**src/rtl/vga_scene_renderer.sv**
```systemverilog
// 640x480@60 VGA timing plus a per-frame snapshot of game state, rendered as
// dinosaur box, ground line and scrolling ground texture in 12-bit RGB.
module vga_scene_renderer #(
  parameter int CLK_DIV      = 4,
  parameter int H_VISIBLE    = 640,
  parameter int H_FP         = 16,
  parameter int H_SYNC       = 96,
  parameter int H_BP         = 48,
  parameter int V_VISIBLE    = 480,
  parameter int V_FP         = 10,
  parameter int V_SYNC       = 2,
  parameter int V_BP         = 33,
  parameter int GROUND_Y     = 400,
  parameter int DINO_X       = 64,
  parameter int DINO_W       = 32,
  parameter int DINO_H       = 40,
  parameter int HEIGHT_SCALE = 4
) (
  input  logic       CLK,
  input  logic       RST,
  input  logic [5:0] dinosaur_height,
  input  logic [5:0] ground_position,
  input  logic       game_status,
  output logic       VGA_HS,
  output logic       VGA_VS,
  output logic [3:0] VGA_R,
  output logic [3:0] VGA_G,
  output logic [3:0] VGA_B,
  output logic       frame_start
);

  localparam int H_TOTAL = H_VISIBLE + H_FP + H_SYNC + H_BP;
  localparam int V_TOTAL = V_VISIBLE + V_FP + V_SYNC + V_BP;
  localparam int DIV_W   = (CLK_DIV > 1) ? $clog2(CLK_DIV) : 1;

  localparam logic [DIV_W-1:0] DIV_LAST = DIV_W'(CLK_DIV - 1);
  localparam logic [9:0] H_LAST   = 10'(H_TOTAL - 1);
  localparam logic [9:0] V_LAST   = 10'(V_TOTAL - 1);
  localparam logic [9:0] H_VIS    = 10'(H_VISIBLE);
  localparam logic [9:0] V_VIS    = 10'(V_VISIBLE);
  localparam logic [9:0] HS_START = 10'(H_VISIBLE + H_FP);
  localparam logic [9:0] HS_END   = 10'(H_VISIBLE + H_FP + H_SYNC);
  localparam logic [9:0] VS_START = 10'(V_VISIBLE + V_FP);
  localparam logic [9:0] VS_END   = 10'(V_VISIBLE + V_FP + V_SYNC);
  localparam logic [9:0] GND_Y    = 10'(GROUND_Y);
  localparam logic [9:0] TEX_END  = 10'(GROUND_Y + 3);
  localparam logic [9:0] D_LEFT   = 10'(DINO_X);
  localparam logic [9:0] D_RIGHT  = 10'(DINO_X + DINO_W);
  localparam logic [9:0] D_HEIGHT = 10'(DINO_H);
  localparam logic [9:0] H_SCALE  = 10'(HEIGHT_SCALE);

  logic [DIV_W-1:0] div_q, div_d;
  logic [9:0]  h_q, h_d, v_q, v_d;
  logic [5:0]  height_q, height_d, gpos_q, gpos_d;
  logic        status_q, status_d;
  logic        hs_q, hs_d, vs_q, vs_d, fs_q, fs_d;
  logic [11:0] rgb_q, rgb_d;

  logic        pix_en, snap_en, visible, in_dino;
  logic [9:0]  dino_bot, dino_top;
  logic [3:0]  tex_sum;
  logic [11:0] colour;

  always_comb begin
    pix_en  = (div_q == DIV_LAST);
    div_d   = pix_en ? '0 : div_q + DIV_W'(1);

    h_d = h_q;
    v_d = v_q;
    if (pix_en) begin
      if (h_q == H_LAST) begin
        h_d = '0;
        v_d = (v_q == V_LAST) ? '0 : v_q + 10'd1;
      end else begin
        h_d = h_q + 10'd1;
      end
    end

    // Latch game state at the start of vertical blanking so a frame never tears.
    snap_en  = pix_en && (h_q == '0) && (v_q == V_VIS);
    fs_d     = snap_en;
    height_d = snap_en ? dinosaur_height : height_q;
    gpos_d   = snap_en ? ground_position : gpos_q;
    status_d = snap_en ? game_status     : status_q;

    dino_bot = GND_Y - 10'(height_q) * H_SCALE;
    dino_top = dino_bot - D_HEIGHT;
    tex_sum  = h_q[3:0] + gpos_q[3:0];
    visible  = (h_q < H_VIS) && (v_q < V_VIS);
    in_dino  = (h_q >= D_LEFT) && (h_q < D_RIGHT) &&
               (v_q >= dino_top) && (v_q < dino_bot);

    if (!visible)
      colour = 12'h000;
    else if (in_dino)
      colour = status_q ? 12'hF00 : 12'h555;
    else if (v_q == GND_Y)
      colour = 12'h333;
    else if ((v_q > GND_Y) && (v_q <= TEX_END) && !tex_sum[3])
      colour = 12'h888;
    else
      colour = 12'hFFF;

    hs_d  = hs_q;
    vs_d  = vs_q;
    rgb_d = rgb_q;
    if (pix_en) begin
      hs_d  = !((h_q >= HS_START) && (h_q < HS_END));
      vs_d  = !((v_q >= VS_START) && (v_q < VS_END));
      rgb_d = colour;
    end
  end

  always_ff @(posedge CLK) begin
    if (RST) begin
      div_q    <= '0;
      h_q      <= '0;
      v_q      <= '0;
      height_q <= '0;
      gpos_q   <= '0;
      status_q <= 1'b0;
      hs_q     <= 1'b1;
      vs_q     <= 1'b1;
      rgb_q    <= '0;
      fs_q     <= 1'b0;
    end else begin
      div_q    <= div_d;
      h_q      <= h_d;
      v_q      <= v_d;
      height_q <= height_d;
      gpos_q   <= gpos_d;
      status_q <= status_d;
      hs_q     <= hs_d;
      vs_q     <= vs_d;
      rgb_q    <= rgb_d;
      fs_q     <= fs_d;
    end
  end

  assign VGA_HS      = hs_q;
  assign VGA_VS      = vs_q;
  assign VGA_R       = rgb_q[11:8];
  assign VGA_G       = rgb_q[7:4];
  assign VGA_B       = rgb_q[3:0];
  assign frame_start = fs_q;

endmodule
```
**config.mk**
```make
export PLATFORM = sky130hd
export DESIGN_NAME = vga_scene_renderer
export DESIGN_NICKNAME = d
export VERILOG_FILES = /design/src/rtl/vga_scene_renderer.sv
export SDC_FILE = /design/constraint.sdc
export NUM_CORES = 1
export LEC_CHECK = 0
export CAP_MARGIN = 0
export CORE_ASPECT_RATIO = 0.6
export CORE_UTILIZATION = 40
export DETAILED_ROUTE_END_ITERATION = 10
export PLACE_DENSITY = 0.57
export SYNTH_ARGS = -nofsm -noshare
export SYNTH_HDL_FRONTEND = slang
export SYNTH_SLANG_ARGS = --single-unit
```
**constraint.sdc**
```tcl
create_clock -name CLK -period 5.05 [get_ports CLK]
set_input_delay 1.01 -clock CLK [delete_from_list [all_inputs] [get_ports CLK]]
set_output_delay 1.01 -clock CLK [all_outputs]
set_load 0.03 [all_outputs]
```
# [Word level (Yosys, flattened, before mapping)]
# Cells that the tools add are included.
[word_totals] ff_bits=48 wordCells=56
[op_classes] add_sub_neg=6 order_cmp=12 n_eq_ne=5 mux=7 reduce_logical=16
[ops] cell="two-way mux 12 bit" n=4
[ops] cell="adder 10 x 1 -> 10 bit, second input constant" n=2
[ops] cell="equality test 10 bit, second input constant" n=2
[ops] cell="equality test 10 x 9 -> 1 bit, second input constant" n=2
[ops] cell="< comparator 10 bit, second input constant" n=2
[ops] cell="< comparator 10 x 9 -> 1 bit, second input constant" n=2
[ops] cell="two-way mux 10 bit" n=2
[ops] cell="two-way mux 11 bit" n=1
[ops] cell="greater-or-equal comparator 10 bit" n=1
[ops] cell="greater-or-equal comparator 10 bit, second input constant" n=1
[ops] cell="greater-or-equal comparator 10 x 7 -> 1 bit, second input constant" n=1
[ops] cell="greater-or-equal comparator 10 x 9 -> 1 bit, second input constant" n=1
[ops] cell="greater-than comparator 10 x 9 -> 1 bit, second input constant" n=1
[ops] cell="less-or-equal comparator 10 x 9 -> 1 bit, second input constant" n=1
[ops] cell="logical AND 1 bit" n=10
[ops] cell="logical NOT 10 bit" n=1
[ops] cell="< comparator 10 bit" n=1
[ops] cell="< comparator 10 x 7 -> 1 bit, second input constant" n=1
[ops] cell="subtractor 10 x 6 -> 10 bit, second input constant" n=1
[ops] cell="subtractor 9 x 8 -> 10 bit, first input constant" n=1
[ops] cell="adder 4 bit" n=1
[ops] cell="logical NOT 1 bit" n=3
[ops] cell="adder 2 x 1 -> 2 bit, second input constant" n=1
[ops] cell="equality test 2 bit, second input constant" n=1
[ops] cell="other kinds (2)" n=2

# [Depth between registers and ports, before layout]
[logic_depth] word_depth=7 mapped_depth=15 depth_no_buf=15

# [Worst setup path after synthesis]
# OpenSTA, ideal clock, no wires.
[synth_timing] kind="flip-flop to flip-flop" from="register height_q[0]" to="register rgb_q[11]" arrival_ns=2.975 slack_ns=1.953 path_stages_with_launch=15 n_path_buf=0 synth_period_minus_slack_ns=3.097 path_cell_list="dfxtp_1 -> inv_1 -> ha_1 -> xnor2_1 -> ha_1 -> o211a_1 -> a221oi_1 -> xor2_1 -> ha_1 -> o211ai_1 -> o21ai_0 -> nand4_1 -> a21oi_1 -> a21oi_1 -> a221o_1"
[synth_between] elab_chain_cells=7 elab_cells_between_ends=8 classes_between="add/sub: 2; order compare: 2; mux: 2; reduce/logical: 2"
[synth_rtl] element="from (decl)" line_no="54" source="logic [5:0] height_q, height_d, gpos_q, gpos_d;"
[synth_rtl] element="from (signal assigned)" line_no="130" source="height_q <= height_d;"
[synth_rtl] element="subtractor 9 x 8 -> 10 bit (*)" line_no="86" source="dino_bot = GND_Y - 10'(height_q) * H_SCALE;"
[synth_rtl] element="subtractor 10 x 6 -> 10 bit" line_no="87" source="dino_top = dino_bot - D_HEIGHT;"
[synth_rtl] element="greater-or-equal comparator 10 bit" line_no="91" source="(v_q >= dino_top) && (v_q < dino_bot);"
[synth_rtl] element="logical AND 1 bit" line_no="90" source="in_dino = (h_q >= D_LEFT) && (h_q < D_RIGHT) &&"
[synth_rtl] element="logical AND 1 bit (*)" line_no="91"
[synth_rtl] element="two-way mux 12 bit (*)" line_no="95" source="else if (in_dino)"
[synth_rtl] element="two-way mux 12 bit (*)" line_no="93" source="if (!visible)"
[synth_rtl] element="to (signal assigned)" line_no="135" source="rgb_q <= rgb_d;"
[synth_rtl] element="to (decl)" line_no="57" source="logic [11:0] rgb_q, rgb_d;"
# Every way passes the cells marked *; elsewhere a longest branch is shown, timed or not.
# A chain may end at the register's enable or synchronous reset.

# [Final worst setup path]
# Ends and elaborated chain as after synthesis.

==> run metrics <==
result of the run complete, no violations; fraction of layout instances using a drive strength above 1 6.098%; PostCTS Resize Cnt 0; final setup TNS 0 ps; Core Footprint 6331 um2; floorplan row count 22; largest net degree at the start of global routing 23; final-layout worst hold slack 429.4 ps; die height 65.94 um; PD cells 250.6 nW/um2; # clock sinks 44; Starting Density 43.04%; net count reported at finish 364; Worst-path clk slew 60 ps; Die Footprint 7158 um2; first-pass GRT wire length 9956 um; last element of the critical path rgb_q[11]; Final setup viols 0; max-slew violation count 0; worst clock skew 7.137 ps; wirelength, routed 5942 um; Fmax 271.9 MHz; Vias per Instance 5.238; unrepaired setup endpoints after global routing no; r2r startpoint height_q[0]; final non-filler cell total 412; unique cell type count in the Yosys netlist 58; Die W 108.6 um; total count of hold-check failures in the final report 0; prevailing post-synth register cell sky130_fd_sc_hd__dfxtp_1; mean post-synth cell area 8.734 um2; GR Util All Layers 18.26%; number of clock buffers inserted by TritonCTS 5; share of the yosys chip area belonging to registers 32.32%; Layout Cell Area excl Fill 3133 um2; hold depth 1; Detailed Route Iter0 Violations 76; number of max-cap violations 0; worst reg2reg setup slack 1370 ps; Worst IR Drop VDD 122.2 uV; growth of design area from synthesis to finish 14.97%; Critical Path Source height_q[0]; routability congestion estimate 0.7792; path type of the worst setup path reg -> reg; nets in the synthesized netlist 349; post-synthesis instance total 312; endpoint required time on the critical path 5230 ps; Filler cells 618; Post-DRT Antenna Nets 0; Remaining DRCs 0; cell count after placement 404; TritonCTS clock tree built; insertion delay of the later-clocked pin in the worst-skew pair 290 ps; Tightest Pin Transition 1102 ps; H-tree depth reported by CTS 2; input/output buffers 27; number of global-route vias before repair 1948; # Post-CTS Setup Buffers 0; placed cell areas 2969 um2; arrival time at the worst endpoint 3860 ps; overflow left after global routing 0; nature of the critical path endpoint flop; number of antenna violations at the first check in global routing 0; post-layout total power 785.2 uW; Synth async-reset ratio 0%; total I/O pin count 30; relative slew slack 26.16%; largest fanout of any net on the critical path 8; maximum number of buffers from clock root to sink 2; hpwl dp 4432 um; R2R cell count 14; final period utilization 72.84%; cell chosen for the clock root sky130_fd_sc_hd__clkbuf_16; flop and latch count out of synthesis 44; Static Leak 0.001230 uW; CP startpoint kind flop; # diodes 0; number of enable flip-flop cells after synthesis 0; endpoint of the most critical register-to-register path rgb_q[11]; Netlist Area Pre-Place 2725 um2; number of detailed-routing iterations run before antenna repair 4; total number of vias 2158; total of warnings raised by yosys 0; time the worst path needs with I/O delays and setup 3678 ps; number of hold buffers added after CTS 0; Hold Path Class reg -> reg; Routed WL per cell 14.42 um
==> registers in the layout, indices dropped and copies added (netlist names) <==
| name | count |
|---|---|
| VGA_HS | 1 |
| div_q | 2 |
| status_q | 1 |
| height_q | 6 |
| v_q | 10 |
| frame_start | 1 |
| h_q | 10 |
| rgb_q | 8 |
| VGA_VS | 1 |
| gpos_q | 4 |
==> synthesized netlist by cell type (3+ instances only) <==
cell type / number / area [um2]
sky130_fd_sc_hd__dfxtp_1: 44 / 880.8
sky130_fd_sc_hd__nor2_1: 41 / 153.9
sky130_fd_sc_hd__ha_1: 22 / 275.3
sky130_fd_sc_hd__nand2_1: 21 / 78.83
sky130_fd_sc_hd__xnor2_1: 16 / 140.1
sky130_fd_sc_hd__inv_1: 15 / 56.30
sky130_fd_sc_hd__mux2i_1: 13 / 130.1
sky130_fd_sc_hd__a21oi_1: 11 / 55.05
sky130_fd_sc_hd__o21ai_0: 11 / 55.05
sky130_fd_sc_hd__nor3_1: 10 / 50.05
sky130_fd_sc_hd__nand4_1: 9 / 56.30
sky130_fd_sc_hd__xor2_1: 8 / 70.07
sky130_fd_sc_hd__buf_6: 6 / 67.56
sky130_fd_sc_hd__nand3_1: 6 / 30.03
sky130_fd_sc_hd__nor4_1: 5 / 31.28
sky130_fd_sc_hd__and2_1: 4 / 25.02
sky130_fd_sc_hd__buf_4: 4 / 30.03
sky130_fd_sc_hd__nor2b_1: 4 / 25.02
sky130_fd_sc_hd__and3_1: 3 / 18.77
sky130_fd_sc_hd__clkbuf_1: 3 / 11.26
sky130_fd_sc_hd__o211a_1: 3 / 30.03
sky130_fd_sc_hd__o211ai_1: 3 / 22.52
sky130_fd_sc_hd__or3_1: 3 / 18.77
==> worst max-delay path, cell delays in order, from the launching register on <==
cell                       delay [ps]
sky130_fd_sc_hd__dfxtp_1          450
sky130_fd_sc_hd__inv_1             70
sky130_fd_sc_hd__ha_1             210
sky130_fd_sc_hd__xnor2_1          190
sky130_fd_sc_hd__ha_1             280
sky130_fd_sc_hd__o211a_1          240
sky130_fd_sc_hd__a221oi_1         260
sky130_fd_sc_hd__xor2_1           120
sky130_fd_sc_hd__ha_1             310
sky130_fd_sc_hd__o211ai_1          80
sky130_fd_sc_hd__o21ai_0          240
sky130_fd_sc_hd__nand4_1          120
sky130_fd_sc_hd__a21oi_1          490
sky130_fd_sc_hd__a21oi_1          180
sky130_fd_sc_hd__a221o_1          340
==> per-layer routing <==
| metal | wire, um | GRT usage [%] | vias up | part of all wire (%) |
|---|---|---|---|---|
| met1 | 3417 | 29.04 | 974 | 58 |
| met4 | 12 | 2.534 | 0 | 0.20 |
| met2 | 2158 | 23.34 | 49 | 36 |
| li1 | - | - | 1132 | - |
| met5 | 0 | 0 | - | 0 |
| met3 | 354 | 5.616 | 3 | 6.0 |
==> cell families after synthesis <==
logic type      count (synthesis)  share of synthesized area, %
simple gates                  119                         23.32
compound gates                 55                         14.55
flops                          44                         32.32
buf+inv                        34                         7.071
xor+xnor                       24                         7.713
fa+ha+maj                      22                         10.10
mux                            13                         4.775
other cells                     1                        0.1376
==> through the flow <==
step | worst slack, ps | utilization (%)
after global routing | 989.7 | 49.49
final | 1372 | 49.49
after detailed placement | 1402 | 46.90
after floorplan | 1953 | -
after global placement | 1456 | 46.90
after CTS | 1384 | 49.49
==> how the worst min path moves through the flow <==
stage / start / end / slack, ps
after floorplan: div_q[0] / div_q[0] / 400
after global placement: div_q[0] / div_q[0] / 420
after detailed placement: div_q[0] / div_q[0] / 430
after CTS: div_q[0] / div_q[0] / 440
after global routing: div_q[0] / div_q[0] / 460
final: div_q[0] / div_q[0] / 430
==> power breakdown <==
part / switching (uW) / total (uW) / internal [uW]
logic: 32.9 / 60.5 / 27.7
registers: 4.85 / 359 / 355
clock network: 133 / 365 / 233
total: 170 / 785 / 615
==> cell type report <==
type | instances | area (um2) | area share, %
Clock inverter | 2 | 35.03 | 1.118
Tap cell | 84 | 105.1 | 3.355
Timing Repair Buffer | 27 | 270.3 | 8.626
Clock buffer | 6 | 128.9 | 4.113
Multi-Input combinational cell | 234 | 1657 | 52.88
Inverter | 15 | 56.30 | 1.797
Sequential cell | 44 | 880.8 | 28.12
==> cell usage in the layout, fill, tap and decap left out, types with 4 or more instances in the layout <==
cell                               n
sky130_fd_sc_hd__dfxtp_1          44
sky130_fd_sc_hd__o21ai_0          11
sky130_fd_sc_hd__nor2_1           41
sky130_fd_sc_hd__clkdlybuf4s50_1  27
sky130_fd_sc_hd__mux2i_1          13
sky130_fd_sc_hd__clkbuf_16         5
sky130_fd_sc_hd__xor2_1            8
sky130_fd_sc_hd__inv_1            15
sky130_fd_sc_hd__a21oi_1          11
sky130_fd_sc_hd__and2_1            4
sky130_fd_sc_hd__nand2_1          21
sky130_fd_sc_hd__nand3_1           6
sky130_fd_sc_hd__nor4_1            5
sky130_fd_sc_hd__nor2b_1           4
sky130_fd_sc_hd__nand4_1           9
sky130_fd_sc_hd__ha_1             22
sky130_fd_sc_hd__nor3_1            9
sky130_fd_sc_hd__xnor2_1          16
(Power assumes the default switching activity.)
==> edit, RTL diff (same flow settings) <==
The parameter `CLK_DIV` goes from 4 to 8.
--- a/src/rtl/vga_scene_renderer.sv
+++ b/src/rtl/vga_scene_renderer.sv
@@ -2,5 +2,5 @@
 // dinosaur box, ground line and scrolling ground texture in 12-bit RGB.
 module vga_scene_renderer #(
-  parameter int CLK_DIV      = 4,
+  parameter int CLK_DIV      = 8,
   parameter int H_VISIBLE    = 640,
   parameter int H_FP         = 16,
Behaviour: not the same (Yosys sat finds a counterexample within 10 cycles, from zero or initial values and one cycle with RST high).
==> edit against the original RTL <==
- synthesized area is 0.18% lower
- final cell count is 0.73% higher
- critical path type unchanged
- worst setup slack improved by 0.39 ns
- count of clock-buffer cells in the layout decreased by 1
- sequential cell count rose by 1
- design area rose by 0.28%
- non-clock buffer count increased by 1
- highest routed layer unchanged
- routed wire length fell by 2.1%
Power is not compared: it rests on default switching activity, and its combinational part moved more than twofold at a synthesized area within 25%.
==> edit: results (changes against the original RTL) <==
worst reg2reg path endpoint: rgb_q[4]
final WL: 5820 µm (-2.1%)
fill count: 630 (+1.9%)
routed wl met2: 2190 µm (+1.5%)
Slew HR: 49.8% (+24 points)
Max Fanout on Critical Path: 6 (-2)
compound-cell area share of the yosys netlist: 13.4% (-1.2 points)
global-route met1 utilization: 27.5% (-1.6 points)
layout cells sized above 1: 4.53% (-1.6 points)
routability cong.: 0.754 (-3.3%)
met3 GRT Util: 3.94% (-1.7 points)
Distinct cells, synth: 57 (-1.7%)
register area share after synthesis: 33.1% (+0.80 points)
DP Cell Count: 407 (+0.74%)
DR WL met3: 334 µm (-5.6%)
Synth area leaders: dfxtp_1 (33%), ha_1 (11%), nor2_1 (5.7%), mux2i_1 (4.4%), xnor2_1 (3.9%)
Final Total Pwr: 0.000754 W
DRT iter0 DRCs: 99 (+30%)
Period minus WS final: 3.29 ns (-0.393 ns)
Internal Power: 0.000604 W
met2 Track Usage GR: 23.9% (+0.55 points)
syn nets: 353 (+1.1%)
Total Routing Usage GR: 17.6% (-0.65 points)
Mapped Avg Cell Area: 8.64 µm² (-1.1%)
NumNets Final: 368 (+1.1%)
worst-case reg-to-reg path depth: 16 (+2)
status: complete, no violations
first-pass GRT wire length: 9670 µm (-2.8%)
vias in the first global route: 1959 (+0.56%)
max incr delay on CP: 0.47 ns (-0.02 ns)
Post-Synth XOR/XNOR Area: 7.41% (-0.31 points)
Via density: 5.34 (+2.0%)
Slowest-stage cell, CP: dfxtp_1
routed len/inst: 14.0 µm (-2.8%)
multiplexer area fraction after synthesis: 4.42% (-0.36 points)
top cells by count, synth: dfxtp_1 (45), nor2_1 (41), ha_1 (23), nand2_1 (23)
final hold slack: 0.431 ns (+0.00114 ns)
Placed Area: 0.00297 mm² (about the same)
DPL Wire Length: 4300 µm (-3.0%)
-- edit: cell types whose count changed after synthesis, moves of 4 or more --
cell / change
clkbuf_1: +4
inv_1: -4
nor3_1: -4
o21ai_1: +4
xnor2_1: -4
-- edit: layout make-up --
| class | instances | area (µm²) | area share [%] |
|---|---|---|---|
| inverter | 12 | 45.0 | 1.43 |
| multi-input combinational | 238 | 1640 | 52.3 |
| timing repair buffer | 28 | 278 | 8.84 |
| tap | 84 | 105 | 3.35 |
| clock inverter | 3 | 46.3 | 1.47 |
| sequential | 45 | 901 | 28.7 |
| clock buffer | 5 | 125 | 3.98 |
-- edit: worst min path at each step --
stage / start / to / cells after the start
floorplan: div_q[0] / div_q[0] / 1
global placement: div_q[0] / div_q[0] / 1
detailed placement: div_q[0] / div_q[0] / 1
CTS: div_q[0] / div_q[0] / 1
global route: div_q[0] / div_q[0] / 1
finish: div_q[0] / div_q[0] / 1
